## src/rtl/apb_master.sv

```systemverilog
`default_nettype none
// ============================================================================
// Module   : apb_master
// Purpose  : Single-outstanding APB master that turns a valid/ready command
//            into an APB SETUP/ACCESS transfer and a one-cycle response pulse.
//            Define APB_MASTER_TIMEOUT_EN to compile in the ACCESS wait timeout.
// Revision : 1.0 - initial release
// ============================================================================
module apb_master #(
    parameter int ADDR_WIDTH     = 4,
    parameter int DATA_WIDTH     = 32,
    parameter int TIMEOUT_CYCLES = 16
) (
    input  logic                  PCLK,
    input  logic                  PRESETn,

    input  logic                  cmd_valid,
    output logic                  cmd_ready,
    input  logic                  cmd_write,
    input  logic [ADDR_WIDTH-1:0] cmd_addr,
    input  logic [DATA_WIDTH-1:0] cmd_wdata,

    output logic                  rsp_valid,
    output logic [DATA_WIDTH-1:0] rsp_rdata,
    output logic                  rsp_err,

    output logic                  PSEL,
    output logic                  PENABLE,
    output logic                  PWRITE,
    output logic [ADDR_WIDTH-1:0] PADDR,
    output logic [DATA_WIDTH-1:0] PWDATA,
    input  logic [DATA_WIDTH-1:0] PRDATA,
    input  logic                  PREADY
);

    typedef enum logic [1:0] {
        ST_IDLE   = 2'd0,
        ST_SETUP  = 2'd1,
        ST_ACCESS = 2'd2
    } state_t;

    state_t                  state_q,     state_d;
    logic                    pwrite_q,    pwrite_d;
    logic [ADDR_WIDTH-1:0]   paddr_q,     paddr_d;
    logic [DATA_WIDTH-1:0]   pwdata_q,    pwdata_d;
    logic                    rsp_valid_q, rsp_valid_d;
    logic [DATA_WIDTH-1:0]   rsp_rdata_q, rsp_rdata_d;

    if (TIMEOUT_CYCLES < 1) begin : g_bad_timeout
        $error("apb_master: TIMEOUT_CYCLES must be at least 1");
    end

`ifdef APB_MASTER_TIMEOUT_EN
    localparam int CNT_W = $clog2(TIMEOUT_CYCLES + 1);

    logic [CNT_W-1:0]        wait_cnt_q,  wait_cnt_d;
    logic                    rsp_err_q,   rsp_err_d;
`endif

    always_comb begin
        state_d     = state_q;
        pwrite_d    = pwrite_q;
        paddr_d     = paddr_q;
        pwdata_d    = pwdata_q;
        rsp_valid_d = 1'b0;
        rsp_rdata_d = rsp_rdata_q;
`ifdef APB_MASTER_TIMEOUT_EN
        wait_cnt_d  = wait_cnt_q;
        rsp_err_d   = rsp_err_q;
`endif
        case (state_q)
            ST_IDLE: begin
                if (cmd_valid) begin
                    pwrite_d = cmd_write;
                    paddr_d  = cmd_addr;
                    pwdata_d = cmd_wdata;
                    state_d  = ST_SETUP;
                end
            end
            ST_SETUP: begin
                state_d = ST_ACCESS;
`ifdef APB_MASTER_TIMEOUT_EN
                wait_cnt_d = '0;
`endif
            end
            ST_ACCESS: begin
                if (PREADY) begin
                    state_d     = ST_IDLE;
                    rsp_valid_d = 1'b1;
                    rsp_rdata_d = pwrite_q ? '0 : PRDATA;
`ifdef APB_MASTER_TIMEOUT_EN
                    rsp_err_d   = 1'b0;
`endif
                end
`ifdef APB_MASTER_TIMEOUT_EN
                // A late PREADY on the limit cycle wins over the timeout.
                else if (wait_cnt_q == CNT_W'(TIMEOUT_CYCLES)) begin
                    state_d     = ST_IDLE;
                    rsp_valid_d = 1'b1;
                    rsp_rdata_d = '0;
                    rsp_err_d   = 1'b1;
                end else begin
                    wait_cnt_d = wait_cnt_q + CNT_W'(1);
                end
`endif
            end
            default: begin
                state_d = ST_IDLE;
            end
        endcase
    end

    always_ff @(posedge PCLK) begin
        if (!PRESETn) begin
            state_q     <= ST_IDLE;
            pwrite_q    <= 1'b0;
            paddr_q     <= '0;
            pwdata_q    <= '0;
            rsp_valid_q <= 1'b0;
            rsp_rdata_q <= '0;
`ifdef APB_MASTER_TIMEOUT_EN
            wait_cnt_q  <= '0;
            rsp_err_q   <= 1'b0;
`endif
        end else begin
            state_q     <= state_d;
            pwrite_q    <= pwrite_d;
            paddr_q     <= paddr_d;
            pwdata_q    <= pwdata_d;
            rsp_valid_q <= rsp_valid_d;
            rsp_rdata_q <= rsp_rdata_d;
`ifdef APB_MASTER_TIMEOUT_EN
            wait_cnt_q  <= wait_cnt_d;
            rsp_err_q   <= rsp_err_d;
`endif
        end
    end

    // Handshake and APB strobes come straight from the state register.
    assign cmd_ready = (state_q == ST_IDLE);
    assign PSEL      = (state_q == ST_SETUP) || (state_q == ST_ACCESS);
    assign PENABLE   = (state_q == ST_ACCESS);
    assign PWRITE    = pwrite_q;
    assign PADDR     = paddr_q;
    assign PWDATA    = pwdata_q;
    assign rsp_valid = rsp_valid_q;
    assign rsp_rdata = rsp_rdata_q;
`ifdef APB_MASTER_TIMEOUT_EN
    assign rsp_err   = rsp_err_q;
`else
    assign rsp_err   = 1'b0;
`endif

endmodule
`default_nettype wire

```

## config.mk

```make
export PLATFORM = sky130hd
export DESIGN_NAME = apb_master
export DESIGN_NICKNAME = d
export VERILOG_FILES = /design/src/rtl/apb_master.sv
export SDC_FILE = /design/constraint.sdc
export NUM_CORES = 1
export LEC_CHECK = 0
export ABC_AREA = 1
export BUFFER_PORTS_ARGS = -buffer_cell sky130_fd_sc_hd__clkbuf_2
export CORE_AREA = 2 2 85 87
export DETAILED_ROUTE_END_ITERATION = 8
export DIE_AREA = 0 0 87 89
export GPL_TIMING_DRIVEN = 0
export PLACE_DENSITY = 0.72
export SLEW_MARGIN = 30
export SYNTH_ARGS = -nofsm -noshare
export SYNTH_HDL_FRONTEND = slang
export SYNTH_SLANG_ARGS = --single-unit
```

## constraint.sdc

```tcl
create_clock -name PCLK -period 1.43 [get_ports PCLK]
set_clock_uncertainty 0.05 [all_clocks]
set_input_delay 0.286 -clock PCLK [delete_from_list [all_inputs] [get_ports PCLK]]
set_output_delay 0.286 -clock PCLK [all_outputs]
set_load 0.02 [all_outputs]
```

# == Word level (Yosys, flattened, before mapping) ==
# Cells that the tools add are included.
# classes
mux,5
n_reduce_logical,6
n_eq_ne,4
# op_table
operator,count
$mux W32,1
$reduce_and A2 Y1,4
$pmux W2 S3,1
$mux W2,2
$eq A2 B1 Y1 const B,1
$eq A2 B2 Y1 const B,1
$logic_not A2 Y1,1
$ne A2 B1 Y1 const B,1
$ne A2 B2 Y1 const B,1
$logic_or A1 B1 Y1,1
$mux W1,1
# totals
ff_bits,72
in_bits,73

# == Longest topological paths before layout ==
# logic_depth
word_depth,3
ltp_mapped,7
depth_no_buf,6

# == Worst setup path before layout ==
# Ideal clock, no wire load.
# synth_timing
path_type,flip-flop to flip-flop
from,register state_q[0]
to,register pwdata_q[10] (netlist: PWDATA[10])
path_slack_ns,0.037
n_path_buf,2
path_stages_with_launch,8
setup_time_ns,0.113
t_arrival_ns,1.230
period_less_slack_ns,1.393
cell_sequence,dfxtp_1 -> inv_1 -> ha_1 -> nand2_2 -> buf_6 -> buf_6 -> o21ai_1 -> nor2_1
# synth_via
elab_chain_len,2
# synth_lines
element,line_no,text
"start, declared",42,"state_t state_q, state_d;"
"start signal, assigned",126,state_q <= state_d;
$logic_not A2 Y1,--,
via cmd_ready,18,"output logic cmd_ready,"
$reduce_and A2 Y1 (no line),--,
"end signal, assigned",129,pwdata_q <= pwdata_d;
"end, declared",45,"logic [DATA_WIDTH-1:0] pwdata_q, pwdata_d;"
# The timed path passes the listed nets, and every way through them passes these cells.
# A chain may end at the register's enable or synchronous reset.

# == Worst setup path after layout ==
# layout_timing
from,register state_q[1]
to,output PSEL
# layout_via
elab_chain_len,2
word_cells_on_any_way,3
classes_between,2 x eq/ne; 1 x reduce/logical
# layout_lines
element,line_no,text
$eq A2 B1 Y1 / $eq A2 B2 Y1 (equally long branches),141,assign PSEL = (state_q == ST_SETUP) || (state_q == ST_ACCESS);
$logic_or A1 B1 Y1 (*),141,
"end, declared",27,"output logic PSEL,"
# Mark *: on every way between the ends. The rest lies on a longest branch, timed or not.

==> out/qor.yml <==
logic_synthesis:
  synthFlopType: "dfxtp_1"
  synthesis.nets: 404
  yosysWarnings: 0
  synth_edf_count: 0
  ys_ff_latch: 72
  synth.area.top_cells: "dfxtp_1, nor2_1, o21ai_1"
  syn_inst: 328
  syn_area_per_cell_um2: 8.14
  yosysTopAreaCell: "dfxtp_1"
  synth-seq-area-share: 0.540
  ys_types: 19
  synth.top_cell.area_share: 0.540
  synth_area_um2: 2670
  async_reset_ff_frac: 0
pwr:
  power.density_nw_per_um2: 1330
  power.total_mw: 4.98
  leakage_nw: 1.88
  ir_worst_vdd_mv: 0.501
critical_path:
  r2r_slack_ns: 0.16
  critical_path.max_fanout: 3
  worst_ep_arrival_time_ns: 1.10
  cp-start-kind: "register"
  cp_num_buf_inv: 2
  cp-end-kind: "output pin"
  critPathTopFamily: "flip-flops"
  critPathSlowestCell: "dfxtp_4"
  cpPeakStageDelay_ns: 0.38
  crit_chain: "inv_4 > ha_4 > buf_8"
  cp_data_required_time_ns: 1.09
  crit_type: "register to output pin"
global_route:
  grt_max_degree: 12
  grt_pass1_wl_um: 11300
  track_usage: 0.183
  overflow: 0
  grt_pass1_vias: 2455
  antenna_found_initial: 0
clock_tree:
  ctsRootBufferMaster: "clkbuf_8"
  clkTransAtPathRegs_ns: 0.08
  h-tree-depth: 3
  hold_buffers: 0
  clock-sinks: 72
  cts_buffers: 9
  cts_tree: "yes"
  cts.path.max_buffers: 2
  clk_latency_ns: 0.33
sta:
  rsz0062_at_grt: "yes"
  fmax_ghz: 0.695
  finalSetupViolCount: 1
  fin_crit_sh: 1.01
  holdWs_ns: 0.125
  final_hold_viol_count: 0
  fin_tns_setup_ns: -0.00855
  slew_violations: 0
  layout_setup_ws_ns: -0.00855
  min_period_ns: 1.44
layout:
  final_cell_count_no_fill: 571
  areaGrowthSynthToFinish_pct: 40.5
  nNetsFinal: 562
  layout_commonest_cell: "clkbuf_2"
  diodes: 0
  mostFrequentLayoutCells: "clkbuf_2, nor2_1, dfxtp_1"
  drive_gt1_frac: 0.399
floorplanning:
  core.rowCount: 30
  io_pins: 147
  dieWidth_um: 87
  initial_core_util: 0.397
  core_area_um2: 6720
  die_area_um2: 7740
  die_y_um: 89
drt:
  drt-pass1-iter-count: 4
  drt_wl_total_um: 7190
  drc: 0
  avgRoutedWirePerCell_um: 12.6
  drtIter0Drc: 91
  via_per_inst: 4.72
  antenna_left: 0
  vias: 2695
outcome:
  violations: "setup timing"
  outcome: "complete, but fails checks"
place:
  placed_cells: 552
  gp_congestion: 0.733
  port_buffers: 144
  dp_hpwl_um: 5360
job:
  drv_cap: 0
hold_path:
  hold_class: "input port to register"
==> state kept, by name, indices dropped and copies added, names as in the netlist <==
signal	cells
PWRITE	1
PADDR	4
rsp_valid	1
rsp_rdata	32
state_q	2
PWDATA	32
==> worst reg2reg max path, stage by stage (launching register included) <==
cell and delay (ns):
dfxtp_2 0.36, inv_4 0.05, ha_4 0.18, nand2_1 0.15
buf_2 0.25, nand3_1 0.10, o21ai_1 0.08
==> Yosys cell counts (2+ instances only) <==
library cell / n
a21oi_1: 3
buf_6: 6
ha_1: 3
clkbuf_2: 2
buf_2: 12
o21ai_0: 16
dfxtp_1: 72
buf_4: 5
nand3_1: 32
nand2_1: 39
nor2_1: 73
o21ai_2: 2
o21ai_1: 51
inv_1: 7
==> power by group <==
| group | total, mW | switching [mW] | internal, mW |
|---|---|---|---|
| Clock | 1.52 | 0.722 | 0.800 |
| Combinational | 1.18 | 0.714 | 0.463 |
| Sequential | 2.28 | 0.0949 | 2.19 |
| Total | 4.98 | 1.53 | 3.45 |
==> cell type report <==
cell class / instances / area, um2
clock inverters: 4 / 45.0
clock buffers: 12 / 135
plain buffers: 25 / 175
flip-flops and latches: 72 / 1450
repair buffers: 147 / 766
multi-input cells: 223 / 1050
well taps: 80 / 100
fillers: 660 / 2970
inverters: 8 / 37.5
==> per-layer routing <==
layer	track usage	vias up	wire, um
met4	0.0810	0	119
li1	-	1385	-
met3	0.0369	10	427
met1	0.225	1222	3100
met5	0	-	0
met2	0.313	78	3540
==> logic make-up (layout without fill, tap and decap cells) <==
kind of cell / Yosys count / in the layout / share of synthesized area
AO/OA/AOI/OAI: 72 / 72 / 0.138
adder cells (fa/ha/maj): 3 / 3 / 0.0141
buffers and inverters: 33 / 196 / 0.0778
flip-flops: 72 / 72 / 0.540
other: 1 / 1 / 0.00140
AND/OR/NAND/NOR: 147 / 147 / 0.229
==> per-stage QoR <==
| stage | instance area (um2) | setup slack [ns] | util |
|---|---|---|---|
| global route | 3750 | -0.0427 | 0.558 |
| finish | 3750 | -0.00855 | 0.558 |
| detailed placement | 3490 | -0.000342 | 0.520 |
| floorplan | 2670 | 0.0372 | - |
| CTS | 3730 | -0.0588 | 0.555 |
| global placement | 3490 | 0.0458 | 0.520 |
==> final timing paths <==
kind	startpoint	end	depth (start not counted)
min	PRDATA[9]	rsp_rdata[9]$_SDFFE_PN0P_	3
min reg2reg	rsp_rdata[17]$_SDFFE_PN0P_	rsp_rdata[17]$_SDFFE_PN0P_	2
max reg2reg	state_q[0]$_SDFFE_PN0P_	rsp_rdata[26]$_SDFFE_PN0P_	6
max	state_q[1]$_SDFFE_PN0P_	PSEL	3
==> repair_timing <==
action,in CTS,in global routing
pin swaps,1,1
resized for setup,11,7
setup buffers,2,1
setup endpoints to repair,9,3
Power figures use the tool's default switching activity.
